--- config.mk ---
export PLATFORM = sky130hd
export DESIGN_NAME = ssp_rx_flat
export DESIGN_NICKNAME = d
export VERILOG_FILES = /design/src/rtl/ssp_pkg.sv /design/src/rtl/ssp_rx_if.sv /design/src/rtl/ssp_sync.sv /design/src/rtl/ssp_rx.sv /design/src/flat_wrapper.sv
export SDC_FILE = /design/constraint.sdc
export NUM_CORES = 1
export LEC_CHECK = 0
export CORE_ASPECT_RATIO = 0.75
export CORE_MARGIN = 1.5
export CORE_UTILIZATION = 51
export DETAILED_ROUTE_END_ITERATION = 16
export HOLD_SLACK_MARGIN = 0.05
export PLACE_DENSITY = 0.77
export SYNTH_ARGS = -nofsm -noshare
export SYNTH_HDL_FRONTEND = slang
export SYNTH_SLANG_ARGS = --single-unit
--- constraint.sdc ---
create_clock -name PCLK -period 2.22 [get_ports PCLK]
set_input_delay 0.222 -clock PCLK [delete_from_list [all_inputs] [get_ports PCLK]]
set_output_delay 0.222 -clock PCLK [all_outputs]
set_load 0.01 [all_outputs]
--- src/rtl/ssp_pkg.sv ---
// Shared constants and types for the SSP receive path.
package ssp_pkg;

   localparam int RX_DATA_WIDTH = 8;

   typedef enum logic {
      RX_IDLE  = 1'b0,
      RX_SHIFT = 1'b1
   } rx_state_e;

   function automatic int cnt_width(input int w);
      return (w > 2) ? $clog2(w) : 1;
   endfunction

   localparam int RX_CNT_W = cnt_width(RX_DATA_WIDTH);

endpackage

--- src/rtl/ssp_rx_if.sv ---
// Receive-FIFO side of the SSP receiver: write strobe, word and status pulses.
interface ssp_rx_if
   import ssp_pkg::*;
#(
   parameter int DATA_WIDTH = RX_DATA_WIDTH
);
   logic                  RxIsFull;
   logic [DATA_WIDTH-1:0] RxData;
   logic                  RxNextWord;
   logic                  RxOverrun;
   logic                  RxFrameErr;
   logic                  RxBusy;

   modport master (
      input  RxIsFull,
      output RxData, RxNextWord, RxOverrun, RxFrameErr, RxBusy
   );

   modport slave (
      output RxIsFull,
      input  RxData, RxNextWord, RxOverrun, RxFrameErr, RxBusy
   );
endinterface

--- src/rtl/ssp_sync.sv ---
// Multi-stage synchronizer; all bits share the same depth so they stay aligned.
module ssp_sync #(
   parameter int WIDTH  = 1,
   parameter int STAGES = 2
) (
   input  logic             clk,
   input  logic             rst_n,
   input  logic [WIDTH-1:0] din,
   output logic [WIDTH-1:0] dout
);

   logic [WIDTH-1:0] stage_q [STAGES];
   logic [WIDTH-1:0] stage_d [STAGES];

   always_comb begin
      stage_d[0] = din;
      for (int i = 1; i < STAGES; i++) begin
         stage_d[i] = stage_q[i-1];
      end
   end

   always_ff @(posedge clk or negedge rst_n) begin
      if (!rst_n) begin
         for (int i = 0; i < STAGES; i++) begin
            stage_q[i] <= '0;
         end
      end else begin
         stage_q <= stage_d;
      end
   end

   assign dout = stage_q[STAGES-1];

endmodule

--- src/rtl/ssp_rx.sv ---
// SSP receiver: oversamples the serial line in PCLK, deserializes MSB-first
// frames and writes completed words to the receive FIFO.
//
//   state    | meaning
//   ---------+-----------------------------------------------------------
//   RX_IDLE  | waiting for FSS on a serial-clock falling edge
//   RX_SHIFT | collecting bits; cnt_q is the number of bits still to come
module ssp_rx
   import ssp_pkg::*;
#(
   parameter int DATA_WIDTH  = RX_DATA_WIDTH,
   parameter int SYNC_STAGES = 2
) (
   input  logic     PCLK,
   input  logic     CLEAR_B,
   input  logic     SSPCLKIN,
   input  logic     SSPFSSIN,
   input  logic     SSPRXD,
   ssp_rx_if.master fifo
);

   localparam int CNT_W = cnt_width(DATA_WIDTH);
   localparam logic [CNT_W-1:0] CNT_LAST = CNT_W'(DATA_WIDTH - 1);

   logic [2:0] sync_out;
   logic       sclk_s, fss_s, rxd_s;
   logic       samp;

   ssp_sync #(
      .WIDTH  (3),
      .STAGES (SYNC_STAGES)
   ) u_sync (
      .clk   (PCLK),
      .rst_n (CLEAR_B),
      .din   ({SSPCLKIN, SSPFSSIN, SSPRXD}),
      .dout  (sync_out)
   );

   assign {sclk_s, fss_s, rxd_s} = sync_out;

   rx_state_e             state_q, state_d;
   logic                  sclk_prev_q, sclk_prev_d;
   logic [CNT_W-1:0]      cnt_q, cnt_d;
   logic [DATA_WIDTH-2:0] shift_q, shift_d;
   logic [DATA_WIDTH-1:0] data_q, data_d;
   logic                  next_q, next_d;
   logic                  ovr_q, ovr_d;
   logic                  ferr_q, ferr_d;
   logic [DATA_WIDTH-1:0] word;

   // Falling edge of the synced serial clock: one PCLK per serial period.
   assign samp = sclk_prev_q & ~sclk_s;
   assign word = {shift_q, rxd_s};

   always_comb begin
      state_d     = state_q;
      sclk_prev_d = sclk_s;
      cnt_d       = cnt_q;
      shift_d     = shift_q;
      data_d      = data_q;
      next_d      = 1'b0;
      ovr_d       = 1'b0;
      ferr_d      = 1'b0;
      if (samp) begin
         case (state_q)
            RX_IDLE: begin
               if (fss_s) begin
                  state_d = RX_SHIFT;
                  cnt_d   = CNT_LAST;
                  shift_d = '0;
               end
            end
            RX_SHIFT: begin
               if (cnt_q != '0) begin
                  if (fss_s) begin
                     ferr_d  = 1'b1;
                     shift_d = '0;
                     cnt_d   = CNT_LAST;
                  end else begin
                     shift_d = word[DATA_WIDTH-2:0];
                     cnt_d   = cnt_q - CNT_W'(1);
                  end
               end else begin
                  if (!fifo.RxIsFull) begin
                     data_d = word;
                     next_d = 1'b1;
                  end else begin
                     ovr_d = 1'b1;
                  end
                  // FSS overlapping the LSB starts the next frame with no gap.
                  shift_d = '0;
                  if (fss_s) begin
                     cnt_d = CNT_LAST;
                  end else begin
                     state_d = RX_IDLE;
                  end
               end
            end
            default: state_d = RX_IDLE;
         endcase
      end
   end

   always_ff @(posedge PCLK or negedge CLEAR_B) begin
      if (!CLEAR_B) begin
         state_q     <= RX_IDLE;
         sclk_prev_q <= 1'b0;
         cnt_q       <= '0;
         shift_q     <= '0;
         data_q      <= '0;
         next_q      <= 1'b0;
         ovr_q       <= 1'b0;
         ferr_q      <= 1'b0;
      end else begin
         state_q     <= state_d;
         sclk_prev_q <= sclk_prev_d;
         cnt_q       <= cnt_d;
         shift_q     <= shift_d;
         data_q      <= data_d;
         next_q      <= next_d;
         ovr_q       <= ovr_d;
         ferr_q      <= ferr_d;
      end
   end

   assign fifo.RxData     = data_q;
   assign fifo.RxNextWord = next_q;
   assign fifo.RxOverrun  = ovr_q;
   assign fifo.RxFrameErr = ferr_q;
   assign fifo.RxBusy     = (state_q == RX_SHIFT);

endmodule

--- src/flat_wrapper.sv ---
// flat-port wrapper written by rule: the top's interface ports become plain ports
module ssp_rx_flat import ssp_pkg::*;
#(
   parameter int DATA_WIDTH  = RX_DATA_WIDTH,
   parameter int SYNC_STAGES = 2
)
  (PCLK, CLEAR_B, SSPCLKIN, SSPFSSIN, SSPRXD, fifo_RxIsFull, fifo_RxData, fifo_RxNextWord, fifo_RxOverrun, fifo_RxFrameErr, fifo_RxBusy);
  ssp_rx_if #(.DATA_WIDTH(DATA_WIDTH)) fifo_i ();
  input  logic PCLK;
  input  logic CLEAR_B;
  input  logic SSPCLKIN;
  input  logic SSPFSSIN;
  input  logic SSPRXD;
  input wire logic [$bits(fifo_i.RxIsFull)-1:0] fifo_RxIsFull;
  output wire logic [$bits(fifo_i.RxData)-1:0] fifo_RxData;
  output wire logic [$bits(fifo_i.RxNextWord)-1:0] fifo_RxNextWord;
  output wire logic [$bits(fifo_i.RxOverrun)-1:0] fifo_RxOverrun;
  output wire logic [$bits(fifo_i.RxFrameErr)-1:0] fifo_RxFrameErr;
  output wire logic [$bits(fifo_i.RxBusy)-1:0] fifo_RxBusy;
  assign fifo_i.RxIsFull = fifo_RxIsFull;
  assign fifo_RxData = fifo_i.RxData;
  assign fifo_RxNextWord = fifo_i.RxNextWord;
  assign fifo_RxOverrun = fifo_i.RxOverrun;
  assign fifo_RxFrameErr = fifo_i.RxFrameErr;
  assign fifo_RxBusy = fifo_i.RxBusy;
  ssp_rx #(.DATA_WIDTH(DATA_WIDTH), .SYNC_STAGES(SYNC_STAGES)) u_core (.PCLK(PCLK), .CLEAR_B(CLEAR_B), .SSPCLKIN(SSPCLKIN), .SSPFSSIN(SSPFSSIN), .SSPRXD(SSPRXD), .fifo(fifo_i));
endmodule
==> results of run 1 <==
critical path, cell delays in order (launching register included):
cell                       delay (ps)
sky130_fd_sc_hd__dfrtp_1          390
sky130_fd_sc_hd__inv_1            100
sky130_fd_sc_hd__ha_1             190
sky130_fd_sc_hd__nand2b_1         140
sky130_fd_sc_hd__or3_1            570
sky130_fd_sc_hd__mux2_4           380
registers in the layout, summed over array words and instances, names as in the netlist:
signal,cells
u_core.cnt_q,3
u_core.fifo.RxData,8
u_core.u_sync.dout,3
u_core.shift_q,7
u_core.fifo.RxOverrun,1
u_core.fifo.RxBusy,1
u_core.u_sync.stage_d,3
u_core.fifo.RxNextWord,1
u_core.sclk_prev_q,1
u_core.fifo.RxFrameErr,1
final timing paths:
path,from,end,slack (ps),depth (start not counted)
max,u_core.cnt_q[1],u_core.fifo.RxData[5],330,5
max in group asynchronous,CLEAR_B,u_core.u_sync.stage_d[0],1680,2
min in group PCLK,SSPRXD,u_core.u_sync.stage_d[0],340,1
max reg2reg,u_core.cnt_q[1],u_core.fifo.RxData[5],330,5
min,CLEAR_B,u_core.cnt_q[1],270,2
min reg2reg,u_core.u_sync.stage_d[1],u_core.u_sync.dout[1],350,0
per-stage QoR:
stage                     worst slack (ps)  cells  area [sq um]  util [%]  hold slack [ps]
after CTS                              344    127          1390      67.8              269
after floorplan                        589     79          1130         -            -73.6
after global routing                   234    127          1390      67.8              282
final                                  332    127          1390      67.8              269
after global placement                 414    119          1320      64.4              334
after detailed placement               340    119          1320      64.4              337
area by class of cell:
class                      count  area share (%)
clock buffer                   7            4.68
clock inverter                 1           0.360
inverter                       3           0.810
timing repair buffer          19            13.3
sequential                    29            52.2
multi-input combinational     44            26.5
tap                           24            2.16
per-layer routing:
| metal | GRT usage (%) | vias up | share of wire (%) |
|---|---|---|---|
| li1 | - | 330 | - |
| met1 | 23.0 | 319 | 50 |
| met2 | 21.4 | 20 | 41 |
| met3 | 6.27 | 8 | 5.8 |
| met4 | 11.2 | 0 | 2.9 |
| met5 | 0 | - | 0 |
layout by cell type, fill, tap and decap left out:
cell / netlist / final
sky130_fd_sc_hd__a22o_1: 7 / 7
sky130_fd_sc_hd__inv_1: 3 / 3
sky130_fd_sc_hd__clkdlybuf4s50_1: 0 / 17
sky130_fd_sc_hd__nand3b_4: 1 / 1
sky130_fd_sc_hd__nand2_1: 5 / 5
sky130_fd_sc_hd__a31oi_1: 1 / 1
sky130_fd_sc_hd__nor4b_1: 1 / 1
sky130_fd_sc_hd__mux2_4: 8 / 8
sky130_fd_sc_hd__dfrtp_1: 29 / 29
sky130_fd_sc_hd__a211oi_1: 3 / 3
sky130_fd_sc_hd__ha_1: 2 / 2
sky130_fd_sc_hd__buf_4: 1 / 2
sky130_fd_sc_hd__nor3_1: 2 / 2
sky130_fd_sc_hd__clkbuf_4: 0 / 5
sky130_fd_sc_hd__or3_1: 1 / 1
sky130_fd_sc_hd__a311oi_1: 1 / 1
sky130_fd_sc_hd__clkbuf_8: 0 / 2
sky130_fd_sc_hd__clkinv_2: 0 / 1
sky130_fd_sc_hd__nand2b_1: 2 / 2
sky130_fd_sc_hd__nor2b_1: 2 / 2
sky130_fd_sc_hd__nor2_1: 4 / 4
sky130_fd_sc_hd__o21ai_1: 1 / 1
sky130_fd_sc_hd__o21ai_0: 3 / 3
report_power, final:
part	internal [W]	switching [W]	leakage, nW
registers	0.000576	0.0000403	0.370
logic	0.0000806	0.0000721	0.260
clock network	0.000183	0.000165	0.0413
total	0.000840	0.000277	0.671
kinds of logic after synthesis:
family          after synthesis
simple gates                 18
buf+inv                       6
flops                        29
compound gates               16
mux                           8
fa+ha+maj                     2
==> summary.md, run 1 <==
| Metric | Value |
|---|---|
| Status | finished, final reports clean |
| Fraction of synthesized cell area taken by the top area cell type | 64.4% |
| Post-detailed-placement half-perimeter wirelength | 1.19 mm |
| Post-synth EDFFs | 0 |
| Achievable Freq | 530 MHz |
| Final nets | 110 |
| Actual slew at the worst max-slew pin | 505 ps |
| Total wire length | 1.68 mm |
| Floorplan die height | 43.7 um |
| Routability cong. | 0.814 |
| Portion of the clock cycle consumed by the worst path in the final layout | 85.0% |
| Number of antenna cells inserted | 0 |
| Clock root buffer | sky130_fd_sc_hd__clkbuf_4 |
| First DRT Iteration DRCs | 11 |
| DR vias/cell | 5.33 |
| Overall power after layout | 0.00112 W |
| Data required time of the critical path | 2420 ps |
| Area fraction in and, or, nand and nor cells after synthesis | 9.21% |
| Primary flip-flop cell chosen by synthesis mapping | sky130_fd_sc_hd__dfrtp_1 |
| Overflow after GRT | 0 |
| Number of register bits inferred by synthesis | 29 |
| Number of buffers on the longest clock path | 2 |
| Critical Setup Path Class | reg2reg |
| Top cells by area in the synthesized netlist | sky130_fd_sc_hd__dfrtp_1, sky130_fd_sc_hd__mux2_4, sky130_fd_sc_hd__a22o_1, sky130_fd_sc_hd__ha_1, sky130_fd_sc_hd__a211oi_1 |
| Worst setup EP type | flop |
| Io pins | 18 |
| Setup repair after global routing missed its margin | no |
| Setup TNS Final | 0 ps |
| Count of distinct cell types in the synthesized netlist | 21 |
| Max-cap violation count | 0 |
| Warnings, synthesis | 0 |
| Resize count post-CTS | 0 |
| Total via count in the routed design | 677 |
| Synthesized Nets | 87 |
| Post-route antenna net violation count | 0 |
| Max Slew Vio Count | 0 |
| Pwr Density | 804 mW/mm^2 |
| Initial core utilization | 55.0% |
| Commonest cells in the netlist | sky130_fd_sc_hd__dfrtp_1, sky130_fd_sc_hd__mux2_4, sky130_fd_sc_hd__a22o_1, sky130_fd_sc_hd__nand2_1, sky130_fd_sc_hd__nor2_1 |
| Class of the most critical hold timing path | in2async |
| Post-synthesis to final-layout area growth | 23.3% |
| Fraction of registers with async set or reset after synthesis | 100% |
| Average routed wire per standard cell | 13.2 um |
| CP arrival | 2090 ps |
| Total clock buffers created by CTS | 5 |
| Clock tree from TritonCTS | done |
| Leading cell type by number of instances after synthesis | sky130_fd_sc_hd__dfrtp_1 |
| Clock insertion delay at the later pin of the skew report | 310 ps |
| First-pass GRT wire length | 2.90 mm |
| Footprint of the multi-input gates | 368 sq um |
| Htree depth | 2 |
| Final critical delay including setup and external delays | 1890 ps |
| Peak VDD IR | 0.000588 V |
| Synth Area in Adders | 2.22% |
| Cell accounting for the most synthesized area | sky130_fd_sc_hd__dfrtp_1 |
| Fraction of final layout cells with drive strength greater than 1 | 18.4% |
| Clock Skew | 5.15 ps |
| Detailed-routing iteration count for the pre-antenna-repair pass | 4 |
| GRT Overall Usage | 16.5% |
| Maximum net fanout on the critical path | 9 |
| Worst Setup Start Kind | flop |
| Combinational family with the most area after synthesis | multiplexers |
| DIE WIDTH | 57.3 um |
| Number of fill cells in the layout | 165 |
| Clock-pin slew of the registers on the worst-case setup and hold paths | 90 ps |
| Average instance area after synthesis | 14.3 sq um |
| Final hold violation count | 0 |
| Sinks on Clock Net | 29 |
| Antenna violations before repair | 0 |
| Mux contribution to synthesized area | 10.7% |
| Number of cells produced by synthesis | 79 |
| Complex-gate fraction of the synthesized area | 10.5% |
| Residual DRC | 0 |
| Maximum number of pins on one net before global-route repair | 30 |
| XOR/XNOR share of the synthesized area | 0% |
| Standard cell core area | 0.00205 sq mm |
| Headroom to the max-slew limit | 66.1% |
| Sequential area share after synthesis | 64.4% |
| Post-CTS Hold Buffers | 0 |
| Cell area after synthesis | 0.00113 sq mm |
| FF/Latch Area | 726 sq um |
| Site row count | 14 |
| Setup Fix Bufs, Post-CTS | 0 |
| Number of global-route vias before repair | 662 |
| Area of the die | 0.00250 sq mm |
| Port Buf Inserts | 17 |
| Setup violation total in the final timing report | 0 |
| Leakage power of the design | 0.671 nW |
No activity file was read; power rests on OpenSTA's default activity.
==> run 2, diff against run 1 <==
--- a/config.mk
+++ b/config.mk
@@ -7,8 +7,8 @@
 export LEC_CHECK = 0
+export ABC_AREA = 1
 export CORE_ASPECT_RATIO = 0.75
 export CORE_MARGIN = 1.5
-export CORE_UTILIZATION = 51
+export CORE_UTILIZATION = 30
 export DETAILED_ROUTE_END_ITERATION = 16
 export HOLD_SLACK_MARGIN = 0.05
-export PLACE_DENSITY = 0.77
 export SYNTH_ARGS = -nofsm -noshare
--- a/constraint.sdc
+++ b/constraint.sdc
@@ -3,2 +3,2 @@
 set_output_delay 0.222 -clock PCLK [all_outputs]
-set_load 0.01 [all_outputs]
+set_load 0.005 [all_outputs]
==> run 2 against run 1 <==
  * Area after synthesis increased by 4.8%
  * Cell count increased by 54%
  * Critical path depth increased by 2
  * Design area increased by 7.3%
  * Die area increased by 73%
  * Worst hold slack improved by 52 ps
  * Worst setup slack improved by 390 ps
  * Utilization decreased by 28 points
  * Total power increased by 6.2%
  * Critical endpoint is now u_core.fifo.RxData[0]
==> summary.md, run 2 <==
| Metric | Value |
|---|---|
| Max Slew Vio Count | 0 (unchanged) |
| Cell accounting for the most synthesized area | sky130_fd_sc_hd__dfrtp_1 |
| Most frequent cells in the layout | sky130_fd_sc_hd__nand2_1, sky130_fd_sc_hd__dfrtp_1, sky130_fd_sc_hd__clkdlybuf4s50_1, sky130_fd_sc_hd__o21ai_1, sky130_fd_sc_hd__nand4_1 |
| Setup Fix Bufs, Post-CTS | 0 (unchanged) |
| Post-CTS Hold Buffers | 0 (unchanged) |
| Top cells by area in the synthesized netlist | sky130_fd_sc_hd__dfrtp_1, sky130_fd_sc_hd__nand2_1, sky130_fd_sc_hd__nand4_1, sky130_fd_sc_hd__o21ai_1, sky130_fd_sc_hd__inv_2 |
| Total via count in the routed design | 876 (+29%) |
| Post-route antenna net violation count | 0 (unchanged) |
| End point of the critical path | u_core.fifo.RxData[0] |
| Worst Setup SP | u_core.cnt_q[0] |
| Number of cells produced by synthesis | 120 (+52%) |
| Io pins | 18 (unchanged) |
| Resize count post-CTS | 0 (unchanged) |
| Initial core utilization | 31.8% (-23 points) |
| Portion of the clock cycle consumed by the worst path in the final layout | 67.5% (-18 points) |
| Routability cong. | 0.868 (+6.6%) |
| Setup TNS Final | 0 ps (unchanged) |
| Clock root buffer | sky130_fd_sc_hd__clkbuf_8 |
| GRT Overall Usage | 11.9% (-4.6 points) |
| Floorplan die height | 57.3 um (+31%) |
| Clock insertion delay at the later pin of the skew report | 280 ps (-30 ps) |
| Htree depth | 2 (unchanged) |
| Clock-pin slew of the registers on the worst-case setup and hold paths | 60 ps (-30 ps) |
| Leakage power of the design | 0.720 nW (+7.3%) |
| Area of the die | 0.00433 sq mm (+73%) |
| Class of the most critical hold timing path | in2async |
| Footprint of the multi-input gates | 388 sq um (+5.4%) |
| Number of global-route vias before repair | 805 (+22%) |
| Reg2reg path depth | 7 (+2) |
| Data required time of the critical path | 2390 ps (-30 ps) |
| Final critical delay including setup and external delays | 1500 ps (-390 ps) |
| Sequential area share after synthesis | 61.4% (-2.9 points) |
| Critical Setup Path Class | reg2reg |
| Antenna violations before repair | 0 (unchanged) |
| DR vias/cell | 4.49 (-16%) |
| Maximum number of pins on one net before global-route repair | 30 (unchanged) |
| Synthesized Nets | 128 (+47%) |
| Clock Skew | 5.26 ps (+0.114 ps) |
| Fraction of final layout cells with drive strength greater than 1 | 14.7% (-3.8 points) |
| Maximum net fanout on the critical path | 13 (+4) |
| Actual slew at the worst max-slew pin | 358 ps (-147 ps) |
| Status | finished, final reports clean |
| Post-detailed-placement half-perimeter wirelength | 1.60 mm (+35%) |
| Peak VDD IR | 0.000434 V (-26%) |
| Clock tree from TritonCTS | done |
| Average instance area after synthesis | 9.84 sq um (-31%) |
| Endpoint of the worst register-to-register path | u_core.fifo.RxData[0] |
| Sinks on Clock Net | 29 (unchanged) |
| Pwr Density | 795 mW/mm^2 (-1.1%) |
| Fraction of registers with async set or reset after synthesis | 100% (unchanged) |
| Worst Setup Start Kind | flop |
| First-pass GRT wire length | 3.82 mm (+32%) |
| Cell area after synthesis | 0.00118 sq mm (+4.8%) |
| Number of register bits inferred by synthesis | 29 (unchanged) |
| Commonest cells in the netlist | sky130_fd_sc_hd__nand2_1, sky130_fd_sc_hd__dfrtp_1, sky130_fd_sc_hd__nand4_1, sky130_fd_sc_hd__o21ai_1, sky130_fd_sc_hd__inv_2 |
| Achievable Freq | 668 MHz (+26%) |
| Number of buffers on the longest clock path | 2 (unchanged) |
| Site row count | 19 (+5) |
| Detailed-routing iteration count for the pre-antenna-repair pass | 4 (unchanged) |
| Largest register FFs | 8 (unchanged) |
| Total clock buffers created by CTS | 5 (unchanged) |
| Worst setup EP type | flop |
| Slack of the worst reg-to-reg path | 720 ps (+390 ps) |
| CP arrival | 1660 ps (-430 ps) |
| Setup violation total in the final timing report | 0 (unchanged) |
| First DRT Iteration DRCs | 47 (+36) |
| Overall power after layout | 0.00119 W (+6.2%) |
| Fraction of synthesized cell area taken by the top area cell type | 61.4% (-2.9 points) |
| Primary flip-flop cell chosen by synthesis mapping | sky130_fd_sc_hd__dfrtp_1 |
| Setup repair after global routing missed its margin | no |
| Final nets | 151 (+37%) |
| Residual DRC | 0 (unchanged) |
| Number of antenna cells inserted | 0 (unchanged) |
| Port Buf Inserts | 17 (unchanged) |
| Post-synth EDFFs | 0 (unchanged) |
| Average routed wire per standard cell | 11.6 um (-12%) |
| FF/Latch Area | 726 sq um (unchanged) |
| Total wire length | 2.26 mm (+35%) |
| Headroom to the max-slew limit | 76.1% (+10 points) |
| Final hold violation count | 0 (unchanged) |
| Number of fill cells in the layout | 375 (+130%) |
| Post-synthesis to final-layout area growth | 26.3% |
| Warnings, synthesis | 0 (unchanged) |
| Standard cell core area | 0.00371 sq mm (+81%) |
| Max-cap violation count | 0 (unchanged) |
| Leading cell type by number of instances after synthesis | sky130_fd_sc_hd__nand2_1 |
| DIE WIDTH | 75.5 um (+32%) |
| Count of distinct cell types in the synthesized netlist | 19 (-9.5%) |
| Overflow after GRT | 0 (unchanged) |
| Source of the worst register-to-register timing path | u_core.cnt_q[0] |
| Most common cell after layout, fill and taps aside | sky130_fd_sc_hd__nand2_1 |
-- run 2: cell types whose count changed after synthesis, moves of 2 or more --
| cell | delta |
|---|---|
| sky130_fd_sc_hd__a211oi_1 | -3 |
| sky130_fd_sc_hd__a22o_1 | -7 |
| sky130_fd_sc_hd__inv_1 | +3 |
| sky130_fd_sc_hd__inv_2 | +7 |
| sky130_fd_sc_hd__mux2_4 | -8 |
| sky130_fd_sc_hd__nand2_1 | +36 |
| sky130_fd_sc_hd__nand2_2 | +3 |
| sky130_fd_sc_hd__nand2b_1 | -2 |
| sky130_fd_sc_hd__nand3_1 | +4 |
| sky130_fd_sc_hd__nand4_1 | +8 |
| sky130_fd_sc_hd__nor2b_1 | -2 |
| sky130_fd_sc_hd__o21ai_0 | -2 |
| sky130_fd_sc_hd__o21ai_1 | +7 |
-- run 2: worst min-delay path by stage --
stage / cells after the start / end / startpoint
global route: 0 / u_core.u_sync.dout[1] / u_core.u_sync.stage_d[1]
floorplan: 0 / u_core.cnt_q[0] / CLEAR_B
finish: 2 / u_core.cnt_q[1] / CLEAR_B
detailed placement: 0 / u_core.u_sync.dout[1] / u_core.u_sync.stage_d[1]
CTS: 2 / u_core.fifo.RxData[5] / CLEAR_B
global placement: 0 / u_core.u_sync.dout[0] / u_core.u_sync.stage_d[0]
-- run 2: worst max-delay path, cell delays in order (launching register included) --
cell and delay, ps:
sky130_fd_sc_hd__dfrtp_1 380, sky130_fd_sc_hd__inv_1 100, sky130_fd_sc_hd__ha_1 210, sky130_fd_sc_hd__nand2_2 190, sky130_fd_sc_hd__inv_2 220, sky130_fd_sc_hd__nand3_4 140, sky130_fd_sc_hd__nand2_1 90, sky130_fd_sc_hd__nand2_1 50
-- run 2: power breakdown --
part           total (W)  switching, W  internal (W)
clock network   0.000432      0.000187      0.000245
registers       0.000591     0.0000247      0.000566
logic           0.000163     0.0000977     0.0000657
total            0.00119      0.000309      0.000877
-- run 2: cell families after synthesis --
logic type | count (synthesis) | synth area share, %
DFF | 29 | 61.4
buffers and inverters | 15 | 5.72
adders and majority gates | 2 | 2.12
and+or+nand+nor | 64 | 26.5
AOI/OAI and AO/OA | 10 | 4.24
-- run 2: final cells by class --
class,count,area share [%]
clock buffer,7,5.79
inverter,13,3.27
multi-input combinational,76,26.0
sequential,29,48.7
tap,52,4.36
timing repair buffer,18,11.9
-- run 2: metal layers --
metal | share of wire [%] | routed length (um) | global-route usage, %
met1 | 47 | 1070 | 17.1
met2 | 42 | 944 | 16.0
met3 | 9.5 | 214 | 5.12
met4 | 1.3 | 30 | 3.83
met5 | 0 | 0 | 0
-- run 2: stage by stage --
step / setup slack, ps / instances / instance area [sq um] / utilization [%] / hold slack, ps
3_3_place_gp: 811 / 188 / 1410 / 37.9 / 332
5_1_grt: 534 / 195 / 1490 / 40.2 / 368
4_1_cts: 747 / 195 / 1490 / 40.2 / 332
3_5_place_dp: 770 / 188 / 1410 / 37.9 / 337
6_report: 723 / 195 / 1490 / 40.2 / 321
2_1_floorplan: 1050 / 120 / 1180 / - / -73.6
